<file path="src/rtl/perf_mon_pkg.sv">
// Shared types and constants for the stream performance monitor.
// Optional stall counting is enabled by defining PERF_MON_STALL_COUNT_EN.
package perf_mon_pkg;

   typedef enum logic [1:0] {
      IDLE = 2'd0,
      RUN  = 2'd1,
      DONE = 2'd2
   } state_t;

   localparam logic [1:0] OP_START = 2'd0;
   localparam logic [1:0] OP_STOP  = 2'd1;
   localparam logic [1:0] OP_CLEAR = 2'd2;

   localparam int OFF_BEATS  = 0;
   localparam int OFF_PKTS   = 1;
   localparam int OFF_STALLS = 2;
   localparam int OFF_OVF    = 3;
   localparam int STRIDE     = 4;

endpackage

</file>
<file path="src/rtl/perf_channel_counter.sv">
// Per-channel live counters, sticky overflow bits and shadow copies.
// Stall counting is present only when PERF_MON_STALL_COUNT_EN is defined.
module perf_channel_counter #(
   parameter int CNT_WIDTH = 32
) (
   input  logic                 aclk,
   input  logic                 resetn,
   input  logic                 i_beat,
   input  logic                 i_pkt,
`ifdef PERF_MON_STALL_COUNT_EN
   input  logic                 i_stall,
`endif
   input  logic                 i_count_en,
   input  logic                 i_start,
   input  logic                 i_clear,
   input  logic                 i_snap,
   input  logic                 i_restart,
   output logic [CNT_WIDTH-1:0] o_beats,
   output logic [CNT_WIDTH-1:0] o_pkts,
   output logic [CNT_WIDTH-1:0] o_stalls,
   output logic [2:0]           o_ovf
);

   logic [CNT_WIDTH-1:0] r_beats, r_pkts, r_sh_beats, r_sh_pkts;
   logic [CNT_WIDTH-1:0] w_beats_nxt, w_pkts_nxt;
   logic [1:0]           r_ovf, r_sh_ovf, w_ovf_nxt;
   logic                 w_beat_ev, w_pkt_ev;

   // Increment that sticks at all-ones instead of wrapping.
   function automatic logic [CNT_WIDTH-1:0] sat_inc(input logic [CNT_WIDTH-1:0] v,
                                                    input logic ev);
      if (ev && (v != '1)) return v + 1'b1;
      return v;
   endfunction

   assign w_beat_ev   = i_count_en & i_beat;
   assign w_pkt_ev    = i_count_en & i_pkt;
   assign w_beats_nxt = sat_inc(r_beats, w_beat_ev);
   assign w_pkts_nxt  = sat_inc(r_pkts, w_pkt_ev);
   assign w_ovf_nxt   = r_ovf | {w_pkt_ev & (r_pkts == '1), w_beat_ev & (r_beats == '1)};

   // Live counters: snapshot values include the current cycle's event.
   always_ff @(posedge aclk or negedge resetn) begin
      if (!resetn) begin
         r_beats <= '0;
         r_pkts  <= '0;
         r_ovf   <= '0;
      end else if (i_clear || i_start) begin
         r_beats <= '0;
         r_pkts  <= '0;
         r_ovf   <= '0;
      end else if (i_snap && i_restart) begin
         r_beats <= '0;
         r_pkts  <= '0;
         r_ovf   <= w_ovf_nxt;
      end else begin
         r_beats <= w_beats_nxt;
         r_pkts  <= w_pkts_nxt;
         r_ovf   <= w_ovf_nxt;
      end
   end

   // Shadow copies, loaded on a snapshot and zeroed by clear.
   always_ff @(posedge aclk or negedge resetn) begin
      if (!resetn) begin
         r_sh_beats <= '0;
         r_sh_pkts  <= '0;
         r_sh_ovf   <= '0;
      end else if (i_clear) begin
         r_sh_beats <= '0;
         r_sh_pkts  <= '0;
         r_sh_ovf   <= '0;
      end else if (i_snap) begin
         r_sh_beats <= w_beats_nxt;
         r_sh_pkts  <= w_pkts_nxt;
         r_sh_ovf   <= w_ovf_nxt;
      end
   end

   assign o_beats = r_sh_beats;
   assign o_pkts  = r_sh_pkts;

`ifdef PERF_MON_STALL_COUNT_EN
   logic [CNT_WIDTH-1:0] r_stalls, r_sh_stalls, w_stalls_nxt;
   logic                 r_ovf_st, r_sh_ovf_st, w_ovf_st_nxt, w_stall_ev;

   assign w_stall_ev   = i_count_en & i_stall;
   assign w_stalls_nxt = sat_inc(r_stalls, w_stall_ev);
   assign w_ovf_st_nxt = r_ovf_st | (w_stall_ev & (r_stalls == '1));

   // Live stall counter, same restart rules as beats/packets.
   always_ff @(posedge aclk or negedge resetn) begin
      if (!resetn) begin
         r_stalls <= '0;
         r_ovf_st <= 1'b0;
      end else if (i_clear || i_start) begin
         r_stalls <= '0;
         r_ovf_st <= 1'b0;
      end else if (i_snap && i_restart) begin
         r_stalls <= '0;
         r_ovf_st <= w_ovf_st_nxt;
      end else begin
         r_stalls <= w_stalls_nxt;
         r_ovf_st <= w_ovf_st_nxt;
      end
   end

   // Shadow stall count and its overflow bit.
   always_ff @(posedge aclk or negedge resetn) begin
      if (!resetn) begin
         r_sh_stalls <= '0;
         r_sh_ovf_st <= 1'b0;
      end else if (i_clear) begin
         r_sh_stalls <= '0;
         r_sh_ovf_st <= 1'b0;
      end else if (i_snap) begin
         r_sh_stalls <= w_stalls_nxt;
         r_sh_ovf_st <= w_ovf_st_nxt;
      end
   end

   assign o_stalls = r_sh_stalls;
   assign o_ovf    = {r_sh_ovf_st, r_sh_ovf};
`else
   assign o_stalls = '0;
   assign o_ovf    = {1'b0, r_sh_ovf};
`endif

endmodule

</file>
<file path="src/rtl/stream_perf_monitor.sv">
// Passive AXI-Stream throughput monitor: FSM, window counter, global
// shadow registers and registered read mux. Define PERF_MON_STALL_COUNT_EN
// to add per-channel stall counting.
module stream_perf_monitor
   import perf_mon_pkg::*;
#(
   parameter int          NUM_STREAMS   = 4,
   parameter int          CNT_WIDTH     = 32,
   parameter int unsigned WINDOW_CYCLES = 32'h000F_4240,
   parameter int          RD_ADDR_W     = $clog2(NUM_STREAMS*4+2)
) (
   input  logic                   aclk,
   input  logic                   resetn,
   input  logic [NUM_STREAMS-1:0] mon_tvalid,
   input  logic [NUM_STREAMS-1:0] mon_tready,
   input  logic [NUM_STREAMS-1:0] mon_tlast,
   input  logic                   cmd_valid,
   input  logic [1:0]             cmd_op,
   input  logic                   cmd_continuous,
   input  logic [RD_ADDR_W-1:0]   rd_addr,
   output logic [CNT_WIDTH-1:0]   rd_data,
   output logic                   busy,
   output logic                   snap_pulse,
   output logic                   done
);

   // Window position only needs to span the window length.
   localparam int             WIN_W    = $clog2(WINDOW_CYCLES);
   localparam logic [WIN_W-1:0] WIN_LAST = WIN_W'(WINDOW_CYCLES - 1);

   state_t               r_state, w_state_nxt;
   logic [WIN_W-1:0]     r_win_cnt;
   logic                 r_cont, r_snap;
   logic [CNT_WIDTH-1:0] r_sh_wcnt, r_sh_elapsed, w_rd_mux;
   logic                 w_run, w_start, w_stop, w_clear, w_win_end, w_snap, w_restart;
   logic [NUM_STREAMS-1:0] w_beat, w_pkt;
   logic [CNT_WIDTH-1:0] w_ch_beats  [NUM_STREAMS];
   logic [CNT_WIDTH-1:0] w_ch_pkts   [NUM_STREAMS];
   logic [CNT_WIDTH-1:0] w_ch_stalls [NUM_STREAMS];
   logic [2:0]           w_ch_ovf    [NUM_STREAMS];

   // Elapsed cycles = position + 1, clipped to the counter width.
   function automatic logic [CNT_WIDTH-1:0] sat_elapsed(input logic [WIN_W-1:0] pos);
      logic [63:0] e;
      e = 64'(pos) + 64'd1;
      if ((e >> CNT_WIDTH) != 64'd0) return '1;
      return CNT_WIDTH'(e);
   endfunction

   assign w_run     = (r_state == RUN);
   assign w_clear   = cmd_valid && (cmd_op == OP_CLEAR);
   assign w_start   = cmd_valid && (cmd_op == OP_START) && !w_run;
   assign w_stop    = cmd_valid && (cmd_op == OP_STOP) && w_run;
   assign w_win_end = w_run && (r_win_cnt == WIN_LAST);
   assign w_snap    = !w_clear && (w_win_end || w_stop);
   assign w_restart = r_cont && w_win_end && !w_stop;
   assign w_beat    = mon_tvalid & mon_tready;
   assign w_pkt     = mon_tvalid & mon_tready & mon_tlast;

   // State register.
   always_ff @(posedge aclk or negedge resetn) begin
      if (!resetn) r_state <= IDLE;
      else         r_state <= w_state_nxt;
   end

   // Next-state: clear dominates, START from IDLE/DONE, STOP or one-shot end from RUN.
   always_comb begin
      w_state_nxt = r_state;
      if (w_clear) begin
         w_state_nxt = IDLE;
      end else begin
         case (r_state)
            IDLE, DONE: if (w_start) w_state_nxt = RUN;
            RUN:        if (w_stop || (w_win_end && !r_cont)) w_state_nxt = DONE;
            default:    w_state_nxt = IDLE;
         endcase
      end
   end

   // Window position, mode latch and snapshot pulse.
   always_ff @(posedge aclk or negedge resetn) begin
      if (!resetn) begin
         r_win_cnt <= '0;
         r_cont    <= 1'b0;
         r_snap    <= 1'b0;
      end else begin
         r_snap <= w_snap;
         if (w_clear) begin
            r_win_cnt <= '0;
            r_cont    <= 1'b0;
         end else if (w_start) begin
            r_win_cnt <= '0;
            r_cont    <= cmd_continuous;
         end else if (w_run) begin
            r_win_cnt <= (w_win_end || w_stop) ? '0 : r_win_cnt + 1'b1;
         end
      end
   end

   // Global shadow registers: completed-window count and elapsed cycles.
   always_ff @(posedge aclk or negedge resetn) begin
      if (!resetn) begin
         r_sh_wcnt    <= '0;
         r_sh_elapsed <= '0;
      end else if (w_clear) begin
         r_sh_wcnt    <= '0;
         r_sh_elapsed <= '0;
      end else if (w_snap) begin
         r_sh_elapsed <= sat_elapsed(r_win_cnt);
         if (w_win_end && (r_sh_wcnt != '1)) r_sh_wcnt <= r_sh_wcnt + 1'b1;
      end
   end

   for (genvar g = 0; g < NUM_STREAMS; g++) begin : g_ch
      perf_channel_counter #(.CNT_WIDTH(CNT_WIDTH)) u_cnt (
         .aclk       (aclk),
         .resetn     (resetn),
         .i_beat     (w_beat[g]),
         .i_pkt      (w_pkt[g]),
`ifdef PERF_MON_STALL_COUNT_EN
         .i_stall    (mon_tvalid[g] & ~mon_tready[g]),
`endif
         .i_count_en (w_run && !w_clear),
         .i_start    (w_start && !w_clear),
         .i_clear    (w_clear),
         .i_snap     (w_snap),
         .i_restart  (w_restart),
         .o_beats    (w_ch_beats[g]),
         .o_pkts     (w_ch_pkts[g]),
         .o_stalls   (w_ch_stalls[g]),
         .o_ovf      (w_ch_ovf[g])
      );
   end

   // Read mux over the shadow bank; unmapped addresses read zero.
   always_comb begin
      w_rd_mux = '0;
      for (int c = 0; c < NUM_STREAMS; c++) begin
         if (rd_addr == RD_ADDR_W'(c*STRIDE + OFF_BEATS))  w_rd_mux = w_ch_beats[c];
         if (rd_addr == RD_ADDR_W'(c*STRIDE + OFF_PKTS))   w_rd_mux = w_ch_pkts[c];
         if (rd_addr == RD_ADDR_W'(c*STRIDE + OFF_STALLS)) w_rd_mux = w_ch_stalls[c];
         if (rd_addr == RD_ADDR_W'(c*STRIDE + OFF_OVF))    w_rd_mux = {{(CNT_WIDTH-3){1'b0}}, w_ch_ovf[c]};
      end
      if (rd_addr == RD_ADDR_W'(NUM_STREAMS*STRIDE))     w_rd_mux = r_sh_wcnt;
      if (rd_addr == RD_ADDR_W'(NUM_STREAMS*STRIDE + 1)) w_rd_mux = r_sh_elapsed;
   end

   // Registered read data: one cycle of latency, sees pre-snapshot content.
   always_ff @(posedge aclk or negedge resetn) begin
      if (!resetn) rd_data <= '0;
      else         rd_data <= w_rd_mux;
   end

   assign busy       = w_run;
   assign done       = (r_state == DONE);
   assign snap_pulse = r_snap;

endmodule

</file>
<file path="config.mk">
export PLATFORM = sky130hd
export DESIGN_NAME = stream_perf_monitor
export DESIGN_NICKNAME = d
export VERILOG_FILES = /design/src/rtl/perf_mon_pkg.sv /design/src/rtl/perf_channel_counter.sv /design/src/rtl/stream_perf_monitor.sv
export SDC_FILE = /design/constraint.sdc
export NUM_CORES = 1
export LEC_CHECK = 0
export ABC_AREA = 0
export BUFFER_PORTS_ARGS = -buffer_cell sky130_fd_sc_hd__buf_2
export CAP_MARGIN = 20
export CORE_MARGIN = 3
export CORE_UTILIZATION = 53
export CTS_CLUSTER_SIZE = 40
export DETAILED_ROUTE_END_ITERATION = 10
export GPL_TIMING_DRIVEN = 0
export PLACE_DENSITY = 0.69
export SYNTH_ARGS = -nofsm -noshare
export SYNTH_HDL_FRONTEND = slang
export SYNTH_HIERARCHICAL = 1
export SYNTH_SLANG_ARGS = --single-unit
</file>
<file path="constraint.sdc">
create_clock -name aclk -period 3.7 [get_ports aclk]
set_clock_uncertainty 0.15 [all_clocks]
set_input_delay 0.37 -clock aclk [delete_from_list [all_inputs] [get_ports aclk]]
set_output_delay 0.37 -clock aclk [all_outputs]
set_load 0.1 [all_outputs]
</file>
=== Word-level counts from Yosys, hierarchy flattened ===
Index checks and enable logic that the tools add are counted.

* Add/sub/neg operators: 11
* Bitwise gates (word level): 22
* Equal/unequal tests: 41
* Reduce and logical (&&, ||, !) cells: 40
* Multiplexer cells: 106

{| class="wikitable"
|+ Operators with widths
! operator !! number
|-
| 2-to-1 mux 32 bit || 73
|-
| adder 32 x 1 -> 32 bit, second input constant || 9
|-
| inequality test 32 bit, second input constant || 9
|-
| equality test 32 bit, second input constant || 8
|-
| 2-to-1 mux 20 bit || 4
|-
| nonzero test 64 bit, first input constant || 1
|-
| equality test 5 x 4 -> 1 bit, second input constant || 8
|-
| 2-to-1 mux 2 bit || 15
|-
| logical AND 1 bit || 22
|-
| adder 20 x 1 -> 21 bit, second input constant || 1
|-
| adder 20 x 1 -> 20 bit, second input constant || 1
|-
| equality test 20 bit, second input constant || 1
|-
| equality test 5 x 3 -> 1 bit, second input constant || 4
|-
| bitwise AND 1 bit || 16
|-
| 2-to-1 mux 1 bit || 13
|-
| equality test 5 x 2 -> 1 bit, second input constant || 2
|-
| equality test 5 bit, second input constant || 2
|-
| bitwise AND 4 bit || 2
|-
| bitwise OR 2 bit || 4
|-
| nonzero test 2 bit || 3
|-
| equality test 5 x 1 -> 1 bit, second input constant || 1
|-
| logical NOT 5 bit || 1
|-
| equality test 2 x 1 -> 1 bit, second input constant || 2
|-
| equality test 2 bit, second input constant || 2
|-
| 9 further kinds || 16
|}

* Input bits: 23
* Logic and storage cells: 251
* Output and inout bits: 35
* Register bits: 648

=== Depth between registers and ports, before layout ===
* Depth after elaboration: 19
* Depth in mapped cells: 12

=== Hierarchy ===
The synthesis kept the hierarchy.

{| class="wikitable"
|+ Modules (own cells, without submodules)
! module !! cells each !! sequential area each (um^2) !! area each (um^2) !! times used
|-
| perf_channel_counter || 689 || 3,303.2 || 6,613.8 || 4
|-
| stream_perf_monitor || 1,102 || 2,727.6 || 8,978.6 || 1
|}

=== Worst setup path after synthesis ===
No wires, ideal clock.

* Kind: input to register
* From: input cmd_valid
* To: register g_ch[0].u_cnt.r_sh_beats[28]
* Buffers on the path: 1
* Library setup time: 99 ps
* Data arrival time: 3,321 ps
* Stages: 10
* Setup slack: 130 ps
* Path through: nor2b_1 nand2_1 clkinv_1 nor2_1 and2_1 buf_1 nand4_1 or4_1 or3_1 a311oi_1

* Word-level cells in the longest chain between the ends: 9
* Elaborated cells between the ends (all ways): 14
* Those cells by class: 4 x mux; 1 x bitwise; 9 x reduce/logical

{| class="wikitable"
|+ RTL lines
! what !! line !! text
|-
| start: declaration || stream_perf_monitor.sv:17 || <nowiki>input logic cmd_valid,</nowiki>
|-
| logical AND 1 bit || stream_perf_monitor.sv:51 || <nowiki>assign w_clear = cmd_valid && (cmd_op == OP_CLEAR);</nowiki>
|-
| logical NOT 1 bit || stream_perf_monitor.sv:55, stream_perf_monitor.sv:123 ||
|-
| logical AND 1 bit || stream_perf_monitor.sv:123 || <nowiki>.i_count_en (w_run && !w_clear),</nowiki>
|-
| bitwise AND 1 bit || perf_channel_counter.sv:36 || <nowiki>assign w_beat_ev = i_count_en & i_beat;</nowiki>
|-
| logical AND 1 bit || perf_channel_counter.sv:32 || <nowiki>if (ev && (v != '1)) return v + 1'b1;</nowiki>
|-
| 2-to-1 mux 1 bit || perf_channel_counter.sv:32 ||
|-
| 2-to-1 mux 32 bit || perf_channel_counter.sv:33 || <nowiki>return v;</nowiki>
|-
| 2-to-1 mux 32 bit || perf_channel_counter.sv:73 || <nowiki>end else if (i_snap) begin</nowiki>
|-
| 2-to-1 mux 32 bit || perf_channel_counter.sv:69 || <nowiki>end else if (i_clear) begin</nowiki>
|-
| end signal: assignment || perf_channel_counter.sv:74 || <nowiki>r_sh_beats <= w_beats_nxt;</nowiki>
|-
| end: declaration || perf_channel_counter.sv:24 || <nowiki>logic [CNT_WIDTH-1:0] r_beats, r_pkts, r_sh_beats, r_sh_pkts;</nowiki>
|}

Parallel ways exist; a longest one is shown, timed or not. The select of a mux whose other input is x is not followed.
A chain may end at the register's enable or synchronous reset.

=== Worst setup path in the final report ===
* From: register r_win_cnt[0]
* To: register g_ch[3].u_cnt.r_sh_beats[4]

* Word-level cells in the longest chain between the ends: 5

{| class="wikitable"
|+ RTL lines
! what !! line !! text
|-
| start: declaration || stream_perf_monitor.sv:32 || <nowiki>logic [WIN_W-1:0] r_win_cnt;</nowiki>
|-
| start signal: assignment || stream_perf_monitor.sv:95 || <nowiki>r_win_cnt <= (w_win_end || w_stop) ? '0 : r_win_cnt + 1'b1;</nowiki>
|-
| equality test 20 bit || stream_perf_monitor.sv:54 || <nowiki>assign w_win_end = w_run && (r_win_cnt == WIN_LAST);</nowiki>
|-
| logical AND 1 bit || stream_perf_monitor.sv:54 ||
|-
| logical OR 1 bit || stream_perf_monitor.sv:55 || <nowiki>assign w_snap = !w_clear && (w_win_end || w_stop);</nowiki>
|-
| logical AND 1 bit || stream_perf_monitor.sv:55 ||
|-
| net w_snap || stream_perf_monitor.sv:35 || <nowiki>logic w_run, w_start, w_stop, w_clear, w_win_end, w_snap, w_restart;</nowiki>
|-
| nonzero test 2 bit (no source line) || n/a ||
|-
| end signal: assignment || perf_channel_counter.sv:74 ||
|-
| end: declaration || perf_channel_counter.sv:24 ||
|}

The timed path passes the listed nets, and every way through them passes these cells.

==> summary.txt <==
GRT
  – GR Overflow Total: 0
  – Antenna violations before repair: 0
  – Number of global-route vias before repair: 30.3k
  – Largest net degree at the start of global routing: 115
  – First-pass GRT wire length: 185 mm
  – Total GRT Usage: 0.342

Place
  – Placed Area: 0.0375 mm2
  – HPWL after detailed placement: 90.9 mm
  – Gpl congestion: 1.03
  – # port buffers: 56

Drt
  – Initial DRC count: 3959
  – DRC errors left: 0
  – ANT nets after route: 0
  – DR pass1 iterations: 6
  – Routed wire per std cell: 24.1 um
  – Routed vias/inst: 6.57
  – Vias: 33.1k
  – Post-Route WL: 122 mm

Layout
  – Fin area: 0.0402 mm2
  – Share of cells above drive strength 1: 0.128
  – Nets: 4162
  – Layout overhead on the synthesized area: 13.3%
  – Filler Cell Count: 5713

Logic synthesis
  – Post-synth top area cell: dfrtp_1
  – Synth Flop Type: dfrtp_1
  – Synth warn: 6
  – Post-synth EDFFs: 0
  – Synth area leaders: dfrtp_1 (45%), a311oi_1 (5.0%), a21oi_1 (4.5%)
  – Post-synth cell types: 87
  – #FFs+latches synth: 637
  – Synthesized area: 0.0354 mm2
  – Async set-or-reset flop fraction in the synthesized netlist: 1.00
  – Yosys top cell area share: 0.450
  – Mapped Cells: 3858
  – Seq/Total Area, Yosys: 0.450
  – Mapped Avg Cell Area: 9.18 um2

Worst setup path
  – Worst-path cell chain: ha_2 > and4_1 > and2_1 > buf_2 > nand2_1 > a21oi_4 > buf_8 > clkbuf_1 > buf_4 > clkdlybuf4s15_1 > a311oi_1
  – Crit start category: flop
  – CP arrival: 3.89 ns
  – Crit path largest cell delay: 0.51 ns
  – Critical Path RT: 4.02 ns
  – Setup Crit Path Kind: flop to flop
  – Critical-path top delay cell: clkdlybuf4s15_1
  – Max FO, Critical Path: 10
  – Crit end category: flop

CTS
  – Clk slew on worst S/H paths: 0.06 ns
  – CTS tree: done
  – CTS root buf: clkbuf_16
  – Clk_lat worst skew: 0.63 ns
  – CTS Buf Count: 71
  – Clock tree buffer depth: 3
  – CTS sink count: 637
  – Htree depth: 3

Floorplan
  – I/O pin total: 58
  – Site Rows: 94
  – Initial core utilization: 0.537
  – Die area: 0.0700 mm2
  – Die height: 265 um
  – Core Area: 0.0660 mm2
  – Die width: 265 um

Pwr
  – Sw frac: 0.297
  – Worst vdd ir: 346 uV
  – Combinational fraction of design power: 0.138
  – Internal: 13300 uW
  – Clock network fraction of total power: 0.407
  – Sequential Power Share: 0.455
  – Pleak: 0.0161 uW
  – Power Density: 472 mW/mm2
  – Net Sw Power: 5630 uW

Timing
  – Relative slew slack: 0.266
  – Final max-slew violation count: 0
  – RSZ-0062 raised after global routing: false
  – Endpoints failing hold: 0
  – Final setup violation count: 0
  – Fin crit share: 0.963
  – Fin crit period: 3.56 ns
  – Worst-margin pin slew: 1.09 ns
  – Final hold slack: 0.0634 ns
  – Fmax: 281 MHz

Job
  – Count of maximum capacitance violations: 0

Run status
  – Outcome: complete, no violations

Worst hold path
  – Min-Delay Path Class: input pin to flop
stage by stage:
stage,utilization,TNS [ns],setup slack (ns),instances,power [uW]
floorplan,-,0,0.130,3986,9960
global placement,0.565,-8146.39,-11.56,4906,11200
detailed placement,0.569,-116.61,-0.707,4917,11300
CTS,0.608,0,0.00247,5046,19000
global route,0.609,0,0.00705,5044,19600
finish,0.609,0,0.138,5045,18900
power groups by stage:
stage / combinational [uW] / clock (uW) / sequential (uW)
after detailed placement: 2560 / 0 / 8690
after global placement: 2480 / 0 / 8700
after floorplan: 1520 / 0 / 8430
after CTS: 2590 / 7800 / 8570
final: 2620 / 7700 / 8620
after global routing: 2870 / 8060 / 8630
worst max-delay path, delay by kind of cell (launching register included):
kind	cells	cell delay (ns)
buffers and inverters	5	1.45
and+or+nand+nor	3	0.63
AOI/OAI and AO/OA	2	0.46
DFF	1	0.45
adders and majority gates	1	0.26
synthesized netlist by cell type, drive strengths merged (70+ instances only):
cell	number
a211oi	85
a21oi	316
a311oi	201
and3	70
buf	180
clkbuf	232
dfrtp	637
nand2	191
nand3	180
nand4	118
nor2	378
o21ai	217
o31ai	82
or3	148
or4	101
cell families (layout without fill, tap and decap cells):
group / count (synthesis) / after routing / synth area share
simple gates: 1440 / 1440 / 0.217
compound gates: 1202 / 1202 / 0.233
flops: 637 / 637 / 0.450
buf+inv: 463 / 657 / 0.0689
xor+xnor: 60 / 60 / 0.0148
mux: 42 / 42 / 0.0130
fa+ha+maj: 10 / 10 / 0.00353
other cells: 4 / 133 / 0.000424
repair_timing:
item / 4_1_cts / 5_1_grt
setup endpoints to repair: 319 / 446
gates resized for setup: 42 / 93
hold endpoints to repair: 105 / 0
cloned: 0 / 0
hold buffers: 4 / 0
buffers inserted: 1 / 0
pin swaps: 1 / 0
placed cells by master, fill, tap and decap left out, drive strengths merged, types with 43 or more instances in the layout:
cell type and instances:
or3 148, nand4 118, conb 132, and3 70, o31ai 82, xnor2 43, a21oi 316, nor3 68
nand2 191, dfrtp 637, nor2 378, and4 43, o21ai 217, nand3 180, a211oi 85, clkbuf 329
or4 101, buf 252, a311oi 201
registers in the layout, indices dropped and copies added (netlist names):
name and count:
r_sh_elapsed 21, r_sh_wcnt 32, g_ch.u_cnt/o_pkts 128, snap_pulse 1, g_ch.u_cnt/r_sh_ovf 8, g_ch.u_cnt/r_pkts 128
rd_data 32, g_ch.u_cnt/r_beats 128, g_ch.u_cnt/o_beats 128, r_win_cnt 20, g_ch.u_cnt/r_ovf 8, r_cont 1
r_state 2
path summary, 6_finish.rpt:
kind | end | depth (start not counted) | start | slack (ns)
min in group asynchronous | g_ch[0].u_cnt/r_pkts[21] | 2 | resetn | 0.24
min reg2reg | g_ch[3].u_cnt/o_beats[24] | 2 | g_ch[3].u_cnt/o_beats[24] | 0.38
max | g_ch[3].u_cnt/o_beats[4] | 11 | r_win_cnt[0] | 0.14
max reg2reg | g_ch[3].u_cnt/o_beats[4] | 11 | r_win_cnt[0] | 0.14
min | r_state[1] | 3 | cmd_valid | 0.06
max in group asynchronous | g_ch[3].u_cnt/o_pkts[21] | 5 | resetn | 1.06
cell type report:
cell class              count  area [um2]  area share
multi-input cells        2886       17600       0.437
flip-flops and latches    637       15900       0.397
plain buffers             425        2330      0.0580
clock buffers              96        2100      0.0524
well taps                 864        1080      0.0269
repair buffers             73         572      0.0142
clock inverters            28         428      0.0107
inverters                  35         135     0.00337
diodes                      1        2.50   0.0000623
routing by layer:
layer  global-route usage  up-vias  share of wire
li1                     -    15200              -
met4                0.129        2          0.043
met2                0.509     1410           0.43
met5                    0        -       0.000090
met3               0.0790      232          0.094
met1                0.490    16300           0.43
No activity file was read; power rests on OpenSTA's default activity.
